File: src/rtl/scnn_cu_sequencer_pkg.sv
// Packet format, opcodes, FSM states and packet builders shared by
// the CU sequencer and its output register.
package scnn_pkg;

    localparam int PCKT_WIDTH = 48;
    localparam int TYPE_LSB   = 40;
    localparam int SPIKE_BIT  = 39;
    localparam int RES_LSB    = 31;
    localparam int ACK_OP_LSB = 31;

    typedef logic [PCKT_WIDTH-1:0] pkt_t;

    typedef enum logic [2:0] {
        DT_WEIGHT   = 3'b000,
        DT_FMAP     = 3'b001,
        DT_CMD      = 3'b011,
        DT_CMDACK   = 3'b100,
        DT_SPIKERES = 3'b101
    } dtype_e;

    typedef enum logic [1:0] {
        OP_LOADW   = 2'b00,
        OP_LOADI   = 2'b01,
        OP_MAC_CFG = 2'b10,
        OP_MAC     = 2'b11
    } opcode_e;

    typedef enum logic [3:0] {
        S_IDLE,
        S_LW_CMD,
        S_LW_FETCH,
        S_LW_SEND,
        S_LW_ACK,
        S_CFG_CMD,
        S_CFG_ACK,
        S_MAC_CMD,
        S_IF_FETCH,
        S_IF_SEND,
        S_WAIT_RES,
        S_WAIT_ACK,
        S_DONE
    } state_e;

    function automatic pkt_t pack_cmd(
        input logic [4:0]  dest,
        input opcode_e     op,
        input logic [37:0] payload
    );
        return {dest, DT_CMD, op, payload};
    endfunction

    function automatic pkt_t pack_weight(
        input logic [4:0]  dest,
        input logic [39:0] row
    );
        return {dest, DT_WEIGHT, row};
    endfunction

    function automatic pkt_t pack_fmap(
        input logic [4:0] dest,
        input logic [4:0] bits
    );
        return {dest, DT_FMAP, 35'b0, bits};
    endfunction

    // {nums, start, stride, 12'b0}
    function automatic logic [37:0] loadw_payload();
        return {9'b0, 7'd5, 5'd0, 5'd1, 12'b0};
    endfunction

    // {ws, is, threshold, 18'b0}
    function automatic logic [37:0] cfg_payload(input logic [7:0] thr);
        return {10'b0, 1'b1, 1'b0, thr, 18'b0};
    endfunction

    // {last, nums, resin, resout, cmp, start, stride, out_start}
    function automatic logic [37:0] mac_payload();
        return {9'b0, 1'b0, 7'd5, 1'b0, 1'b1, 1'b1,
                5'd0, 5'd1, 8'd0};
    endfunction

endpackage

File: src/rtl/scnn_cu_sequencer_if.sv
// Valid/ready packet channel between the sequencer and the CU.
interface scnn_cu_sequencer_if;
    import scnn_pkg::*;

    logic valid;
    logic ready;
    pkt_t pkt;

    modport master (output valid, output pkt, input ready);
    modport slave  (input valid, input pkt, output ready);

endinterface

File: src/rtl/scnn_cu_sequencer_pkt_out_reg.sv
// One-entry output holding register: a loaded packet stays stable
// on the channel until the CU accepts it.
module scnn_pkt_out_reg
    import scnn_pkg::*;
(
    input  logic clk,
    input  logic rst,
    input  logic push_i,
    input  pkt_t pkt_i,
    output logic rdy_o,
    scnn_cu_sequencer_if.master out_if
);

    logic valid_q, valid_d;
    pkt_t pkt_q, pkt_d;

    // a new packet may enter in the same cycle the old one leaves
    assign rdy_o = !valid_q || out_if.ready;

    always_comb begin
        valid_d = valid_q;
        pkt_d   = pkt_q;
        if (valid_q && out_if.ready) begin
            valid_d = 1'b0;
        end
        if (push_i && rdy_o) begin
            valid_d = 1'b1;
            pkt_d   = pkt_i;
        end
    end

    always_ff @(posedge clk or posedge rst) begin
        if (rst) begin
            valid_q <= 1'b0;
            pkt_q   <= '0;
        end else begin
            valid_q <= valid_d;
            pkt_q   <= pkt_d;
        end
    end

    assign out_if.valid = valid_q;
    assign out_if.pkt   = pkt_q;

endmodule

File: src/rtl/scnn_cu_sequencer.sv
// Sequencer feeding weights, config and per-pixel ifmap windows to the
// spiking CU and storing the returned spike/residue results.
module scnn_cu_sequencer
    import scnn_pkg::*;
#(
    parameter logic [4:0] CU_ADDR   = 5'b10000,
    parameter logic [7:0] THRESHOLD = 8'd32,
    parameter int         IF_DIM    = 25
) (
    input  logic              clk,
    input  logic              rst,
    input  logic              start_i,
    output logic              busy_o,
    output logic              done_o,
    output logic              err_o,
    output logic [4:0]        w_addr_o,
    input  logic [7:0]        w_rdata_i,
    output logic [4:0]        if_addr_o,
    input  logic [IF_DIM-1:0] if_rdata_i,
    scnn_cu_sequencer_if.master pkt_out_if,
    scnn_cu_sequencer_if.slave  pkt_in_if,
    output logic              res_we_o,
    output logic [8:0]        res_addr_o,
    output logic              res_spike_o,
    output logic [7:0]        res_residue_o
);

    localparam int OUT_DIM = IF_DIM - 4;
    localparam logic [4:0] LAST = 5'(OUT_DIM - 1);

    state_e      state_q, state_d;
    logic [2:0]  ky_q, ky_d;
    logic [2:0]  f_q, f_d;
    logic [4:0]  ox_q, ox_d;
    logic [4:0]  oy_q, oy_d;
    logic [39:0] wrow_q, wrow_d;
    logic [4:0]  frow_q, frow_d;
    logic        err_q, err_d;
    logic        res_we_q, res_we_d;
    logic [8:0]  res_addr_q, res_addr_d;
    logic        res_spike_q, res_spike_d;
    logic [7:0]  res_residue_q, res_residue_d;

    logic        push;
    pkt_t        pkt_nxt;
    logic        out_rdy;
    logic        in_rdy;
    logic        in_xfer;
    logic [2:0]  in_type;
    logic [1:0]  ack_op;
    logic        is_ack;
    logic        is_res;
    logic [2:0]  f_clamp;
    logic        unused_in_bits;

    assign in_rdy = state_q inside {S_LW_ACK, S_CFG_ACK,
                                    S_WAIT_RES, S_WAIT_ACK};
    assign in_xfer = in_rdy && pkt_in_if.valid;
    assign in_type = pkt_in_if.pkt[TYPE_LSB +: 3];
    assign ack_op  = pkt_in_if.pkt[ACK_OP_LSB +: 2];
    assign is_ack  = in_type == DT_CMDACK;
    assign is_res  = in_type == DT_SPIKERES;
    assign unused_in_bits = ^{pkt_in_if.pkt[47:43],
                              pkt_in_if.pkt[30:0]};

    // the sixth weight-fetch cycle only captures, so hold the address
    assign f_clamp   = (f_q > 3'd4) ? 3'd4 : f_q;
    assign w_addr_o  = 5'(ky_q) * 5'd5 + 5'(f_clamp);
    assign if_addr_o = oy_q + 5'(ky_q);

    always_comb begin
        state_d       = state_q;
        ky_d          = ky_q;
        f_d           = f_q;
        ox_d          = ox_q;
        oy_d          = oy_q;
        wrow_d        = wrow_q;
        frow_d        = frow_q;
        err_d         = err_q;
        res_we_d      = 1'b0;
        res_addr_d    = res_addr_q;
        res_spike_d   = res_spike_q;
        res_residue_d = res_residue_q;
        push          = 1'b0;
        pkt_nxt       = '0;
        unique case (state_q)
            S_IDLE: begin
                if (start_i) begin
                    state_d = S_LW_CMD;
                    err_d   = 1'b0;
                    ky_d    = '0;
                    f_d     = '0;
                    ox_d    = '0;
                    oy_d    = '0;
                end
            end
            S_LW_CMD: begin
                push    = 1'b1;
                pkt_nxt = pack_cmd(CU_ADDR, OP_LOADW, loadw_payload());
                if (out_rdy) begin
                    state_d = S_LW_FETCH;
                    f_d     = '0;
                end
            end
            S_LW_FETCH: begin
                if (f_q != 3'd0) begin
                    wrow_d[8*(f_q-3'd1) +: 8] = w_rdata_i;
                end
                if (f_q == 3'd5) begin
                    f_d     = '0;
                    state_d = S_LW_SEND;
                end else begin
                    f_d = f_q + 3'd1;
                end
            end
            S_LW_SEND: begin
                push    = 1'b1;
                pkt_nxt = pack_weight(CU_ADDR, wrow_q);
                if (out_rdy) begin
                    if (ky_q == 3'd4) begin
                        ky_d    = '0;
                        state_d = S_LW_ACK;
                    end else begin
                        ky_d    = ky_q + 3'd1;
                        state_d = S_LW_FETCH;
                    end
                end
            end
            S_LW_ACK: begin
                if (in_xfer) begin
                    if (!is_ack || ack_op != OP_LOADW) err_d = 1'b1;
                    if (is_ack) state_d = S_CFG_CMD;
                end
            end
            S_CFG_CMD: begin
                push    = 1'b1;
                pkt_nxt = pack_cmd(CU_ADDR, OP_MAC_CFG,
                                   cfg_payload(THRESHOLD));
                if (out_rdy) state_d = S_CFG_ACK;
            end
            S_CFG_ACK: begin
                if (in_xfer) begin
                    if (!is_ack || ack_op != OP_MAC_CFG) err_d = 1'b1;
                    if (is_ack) state_d = S_MAC_CMD;
                end
            end
            S_MAC_CMD: begin
                push    = 1'b1;
                pkt_nxt = pack_cmd(CU_ADDR, OP_MAC, mac_payload());
                if (out_rdy) begin
                    state_d = S_IF_FETCH;
                    f_d     = '0;
                end
            end
            S_IF_FETCH: begin
                if (f_q == 3'd0) begin
                    f_d = 3'd1;
                end else begin
                    frow_d  = 5'(if_rdata_i >> ox_q);
                    f_d     = '0;
                    state_d = S_IF_SEND;
                end
            end
            S_IF_SEND: begin
                push    = 1'b1;
                pkt_nxt = pack_fmap(CU_ADDR, frow_q);
                if (out_rdy) begin
                    if (ky_q == 3'd4) begin
                        ky_d    = '0;
                        state_d = S_WAIT_RES;
                    end else begin
                        ky_d    = ky_q + 3'd1;
                        state_d = S_IF_FETCH;
                    end
                end
            end
            S_WAIT_RES: begin
                if (in_xfer) begin
                    if (is_res) begin
                        res_we_d      = 1'b1;
                        res_addr_d    = 9'(oy_q) * 9'(OUT_DIM)
                                      + 9'(ox_q);
                        res_spike_d   = pkt_in_if.pkt[SPIKE_BIT];
                        res_residue_d = pkt_in_if.pkt[RES_LSB +: 8];
                        state_d       = S_WAIT_ACK;
                    end else begin
                        err_d = 1'b1;
                    end
                end
            end
            S_WAIT_ACK: begin
                if (in_xfer) begin
                    if (!is_ack || ack_op != OP_MAC) err_d = 1'b1;
                    if (is_ack) begin
                        state_d = S_MAC_CMD;
                        if (ox_q == LAST) begin
                            ox_d = '0;
                            if (oy_q == LAST) begin
                                oy_d    = '0;
                                state_d = S_DONE;
                            end else begin
                                oy_d = oy_q + 5'd1;
                            end
                        end else begin
                            ox_d = ox_q + 5'd1;
                        end
                    end
                end
            end
            S_DONE: begin
                state_d = S_IDLE;
            end
            default: begin
                state_d = S_IDLE;
            end
        endcase
    end

    always_ff @(posedge clk or posedge rst) begin
        if (rst) begin
            state_q       <= S_IDLE;
            ky_q          <= '0;
            f_q           <= '0;
            ox_q          <= '0;
            oy_q          <= '0;
            wrow_q        <= '0;
            frow_q        <= '0;
            err_q         <= 1'b0;
            res_we_q      <= 1'b0;
            res_addr_q    <= '0;
            res_spike_q   <= 1'b0;
            res_residue_q <= '0;
        end else begin
            state_q       <= state_d;
            ky_q          <= ky_d;
            f_q           <= f_d;
            ox_q          <= ox_d;
            oy_q          <= oy_d;
            wrow_q        <= wrow_d;
            frow_q        <= frow_d;
            err_q         <= err_d;
            res_we_q      <= res_we_d;
            res_addr_q    <= res_addr_d;
            res_spike_q   <= res_spike_d;
            res_residue_q <= res_residue_d;
        end
    end

    scnn_pkt_out_reg u_out (
        .clk    (clk),
        .rst    (rst),
        .push_i (push),
        .pkt_i  (pkt_nxt),
        .rdy_o  (out_rdy),
        .out_if (pkt_out_if)
    );

    assign pkt_in_if.ready = in_rdy;
    assign busy_o          = state_q != S_IDLE;
    assign done_o          = state_q == S_DONE;
    assign err_o           = err_q;
    assign res_we_o        = res_we_q;
    assign res_addr_o      = res_addr_q;
    assign res_spike_o     = res_spike_q;
    assign res_residue_o   = res_residue_q;

endmodule

File: src/flat_wrapper.sv
// flat-port wrapper written by rule: the top's interface ports become plain ports
module scnn_cu_sequencer_flat import scnn_pkg::*;
#(
    parameter logic [4:0] CU_ADDR   = 5'b10000,
    parameter logic [7:0] THRESHOLD = 8'd32,
    parameter int         IF_DIM    = 25
)
  (clk, rst, start_i, busy_o, done_o, err_o, w_addr_o, w_rdata_i, if_addr_o, if_rdata_i, res_we_o, res_addr_o, res_spike_o, res_residue_o, pkt_out_if_valid, pkt_out_if_pkt, pkt_out_if_ready, pkt_in_if_valid, pkt_in_if_pkt, pkt_in_if_ready);
  scnn_cu_sequencer_if pkt_out_if_i ();
  scnn_cu_sequencer_if pkt_in_if_i ();
  input  logic clk;
  input  logic rst;
  input  logic start_i;
  output logic busy_o;
  output logic done_o;
  output logic err_o;
  output logic [4:0] w_addr_o;
  input  logic [7:0] w_rdata_i;
  output logic [4:0] if_addr_o;
  input  logic [IF_DIM-1:0] if_rdata_i;
  output logic res_we_o;
  output logic [8:0] res_addr_o;
  output logic res_spike_o;
  output logic [7:0] res_residue_o;
  output wire logic [$bits(pkt_out_if_i.valid)-1:0] pkt_out_if_valid;
  output wire logic [$bits(pkt_out_if_i.pkt)-1:0] pkt_out_if_pkt;
  input wire logic [$bits(pkt_out_if_i.ready)-1:0] pkt_out_if_ready;
  input wire logic [$bits(pkt_in_if_i.valid)-1:0] pkt_in_if_valid;
  input wire logic [$bits(pkt_in_if_i.pkt)-1:0] pkt_in_if_pkt;
  output wire logic [$bits(pkt_in_if_i.ready)-1:0] pkt_in_if_ready;
  assign pkt_out_if_valid = pkt_out_if_i.valid;
  assign pkt_out_if_pkt = pkt_out_if_i.pkt;
  assign pkt_out_if_i.ready = pkt_out_if_ready;
  assign pkt_in_if_i.valid = pkt_in_if_valid;
  assign pkt_in_if_i.pkt = pkt_in_if_pkt;
  assign pkt_in_if_ready = pkt_in_if_i.ready;
  scnn_cu_sequencer #(.CU_ADDR(CU_ADDR), .THRESHOLD(THRESHOLD), .IF_DIM(IF_DIM)) u_core (.clk(clk), .rst(rst), .start_i(start_i), .busy_o(busy_o), .done_o(done_o), .err_o(err_o), .w_addr_o(w_addr_o), .w_rdata_i(w_rdata_i), .if_addr_o(if_addr_o), .if_rdata_i(if_rdata_i), .pkt_out_if(pkt_out_if_i), .pkt_in_if(pkt_in_if_i), .res_we_o(res_we_o), .res_addr_o(res_addr_o), .res_spike_o(res_spike_o), .res_residue_o(res_residue_o));
endmodule
File: config.mk
export PLATFORM = sky130hd
export DESIGN_NAME = scnn_cu_sequencer_flat
export DESIGN_NICKNAME = d
export VERILOG_FILES = /design/src/rtl/scnn_cu_sequencer_pkg.sv /design/src/rtl/scnn_cu_sequencer_if.sv /design/src/rtl/scnn_cu_sequencer_pkt_out_reg.sv /design/src/rtl/scnn_cu_sequencer.sv /design/src/flat_wrapper.sv
export SDC_FILE = /design/constraint.sdc
export NUM_CORES = 1
export LEC_CHECK = 0
export BUFFER_PORTS_ARGS = -buffer_cell sky130_fd_sc_hd__buf_2
export CAP_MARGIN = 0
export CORE_UTILIZATION = 30
export DETAILED_ROUTE_END_ITERATION = 10
export SYNTH_ARGS = -nofsm -noshare
export SYNTH_HDL_FRONTEND = slang
export SYNTH_SLANG_ARGS = --single-unit
export TNS_END_PERCENT = 5
File: constraint.sdc
create_clock -name clk -period 10.75 [get_ports clk]
set_input_delay 0.5375 -clock clk [delete_from_list [all_inputs] [get_ports clk]]
set_output_delay 0.5375 -clock clk [all_outputs]
set_load 0.1 [all_outputs]
==> reports/qor.csv <==
metric;value;unit
tightestPinTransition;1.11;ns
peakVddDrop;0.372;mV
globalRouteMet2Util;24.9;%
dp.cells;1220;
slew_headroom;25.7;%
core;0.0254;mm2
synthMuxAreaShare;9.63;%
hold_depth;3;
regToRegStartpoint;u_core.ox_q[2];
holdWs;0.304;ns
grtUsageMet3;3.43;%
ant_nets;0;
route.vias.total;6252;
reg2reg_depth;10;
setup_viol;0;
rows;58;
critPathRequiredTime;10.21;ns
maxSlewViolCount;0;
dieArea;0.0267;mm2
insertion_delay;0.42;ns
clockBufferDepth;2;
synth_adder_area_share;10.0;%
grt_max_degree;76;
p_leak;4.43;nW
cp_max_fo;12;
drc_errors;0;
cts_resized;0;
hold_start;pkt_in_if_pkt[36];
path_clk_slew;0.06;ns
synth-xor-area-share;1.79;%
cts_root_buf;clkbuf_16;
cts.sinks;129;
syn_inst;802;
syn_to_final_growth;18.7;%
synth_top_family_by_area;simple AND/OR/NAND/NOR gates;
rsz0062_at_grt;no;
grt_busiest_layer;met2;
start_util;30.8;%
wire_per_inst;16.1;um
num_antenna_cells;0;
arrival;3.51;ns
seq_area_frac_synth;41.3;%
synth-seq-cells;129;
ys_async_sr_fraction;100;%
post-place-ws;7.10;ns
routabilityCongestion;0.771;
grt_antenna_before_repair;0;
drive_gt1_share;22.6;%
ys_warn_count;0;
drv_cap;0;
syn_area;0.00782;mm2
synthTopCellsByArea;dfrtp_1, ha_1, nand2_1, mux4_2, o21ai_0;
drt-pass1-iter-count;5;
holdPathEnd;u_core.res_residue_o[5];
yosys.area.top_type;dfrtp_1;
grt_pass1_wl;33.1;mm
overflow;0;
worstReg2RegEnd;u_core.res_addr_o[8];
routed_wl;20.2;mm
io_buffer_count;126;
synthTopCellsByCount;nand2_1, dfrtp_1, o21ai_0;
synth_compound_area_share;14.6;%
cts_tree;done;
synth-simple-area-share;17.1;%
grt_pass1_vias;6058;
cts_setup_buffers;0;
drtIter0Drc;368;
status;complete, no violations;
hold_class;in -> reg;
cts_made_buffers;17;
worstSetupEndpointType;primary output;
cp-start-kind;register;
critical_path_class;reg -> out;
fmax;0.247;GHz
synth_edf_count;0;
routed_via_density;4.99;
htree_num_levels;4;
hold_buffers;0;
fin_ws;6.71;ns
synth_top_flop_cell;dfrtp_1;
synth.distinct_cells;70;
skew;0.00851;ns
gr-usage-met1;21.6;%
grtUsageTotal;15.9;%
die_w;163;um
nets;1054;
yosysMostFrequentCell;nand2_1;
instances_no_fill;1252;
min_period_over_period;37.6;%
die_h;163;um
tns;0;ns
synth_top_cell_area_share;41.3;%
avgSynthCellArea;9.75;um2
power_density;331;mW/mm2
dp_hpwl;14.4;mm
final-hold-violation-count;0;
fin_crit;4.04;ns
num_io_pins;168;
rrSetupSlack;7.10;ns
[layout by cell type (no fill, tap or decap), types with 10 or more instances in the layout]
master	instances
nand2_1	143
dfrtp_1	129
buf_2	126
o21ai_0	65
ha_1	53
inv_1	47
a22o_1	28
nor2_1	27
nand3_1	27
a21oi_1	25
mux2i_1	19
mux4_2	18
clkbuf_16	17
nor2b_1	13
mux2_2	12
nor3_1	11
xnor2_1	10
[critical path, cell delays in order (launching register included)]
cell and delay, ns:
dfrtp_1 0.52, inv_1 0.25, ha_1 0.22, inv_1 0.05
ha_1 0.19, or2_2 0.29, ha_1 0.35, ha_1 0.31
a21o_1 0.16, a21oi_1 0.17, xnor2_1 0.13, buf_2 0.45
[state kept, by name (all words and copies together) (netlist names), 3 cells and up]
signal                   cells
u_core.f_q                   3
u_core.ky_q                  3
u_core.ox_q                  5
u_core.oy_q                  5
u_core.res_addr_o            9
u_core.u_out.out_if.pkt     43
u_core.frow_q                5
u_core.state_q               4
u_core.wrow_q               40
u_core.res_residue_o         8
[through the flow]
step	util [%]	total power, mW	instance area, um2
after floorplan	-	2.19	7840
after global placement	34.2	2.48	8690
after detailed placement	34.2	2.50	8690
after CTS	36.5	3.10	9280
after global routing	36.5	3.25	9280
final	36.5	3.07	9280
[where the power goes]
| part | switching, mW | internal (mW) |
|---|---|---|
| Sequential | 0.140 | 0.633 |
| Clock | 0.233 | 0.353 |
| Combinational | 1.31 | 0.402 |
| Total | 1.68 | 1.39 |
[logic make-up (layout without fill, tap and decap cells)]
logic type | count (synthesis) | after routing
AO/OA/AOI/OAI | 175 | 175
flip-flops | 129 | 129
AND/OR/NAND/NOR | 274 | 274
adder cells (fa/ha/maj) | 59 | 59
multiplexers | 51 | 51
XOR/XNOR | 16 | 16
other | 1 | 5
buffers and inverters | 97 | 213
[routing by layer]
layer | routed length (um) | part of all wire, %
met5 | 0 | 0
met1 | 9360 | 46
met3 | 917 | 4.5
met4 | 361 | 1.8
met2 | 9580 | 47
[area by class of cell]
cell class / instances / area [um2]
well taps: 330 / 413
multi-input cells: 580 / 4190
clock inverters: 12 / 145
repair buffers: 132 / 676
inverters: 49 / 186
clock buffers: 20 / 447
fillers: 2628 / 16100
flip-flops and latches: 129 / 3230
[worst max path at each step]
stage	end	slack, ns	start	cells past startpoint
floorplan	w_addr_o[4]	6.47	u_core.f_q[0]	11
global placement	u_core.res_addr_o[8]	7.15	u_core.ox_q[2]	10
detailed placement	u_core.res_addr_o[8]	7.10	u_core.ox_q[2]	10
CTS	w_addr_o[4]	6.69	u_core.f_q[0]	11
global route	w_addr_o[4]	6.49	u_core.f_q[0]	11
finish	w_addr_o[4]	6.71	u_core.f_q[0]	11
No activity file was read; power rests on OpenSTA's default activity.
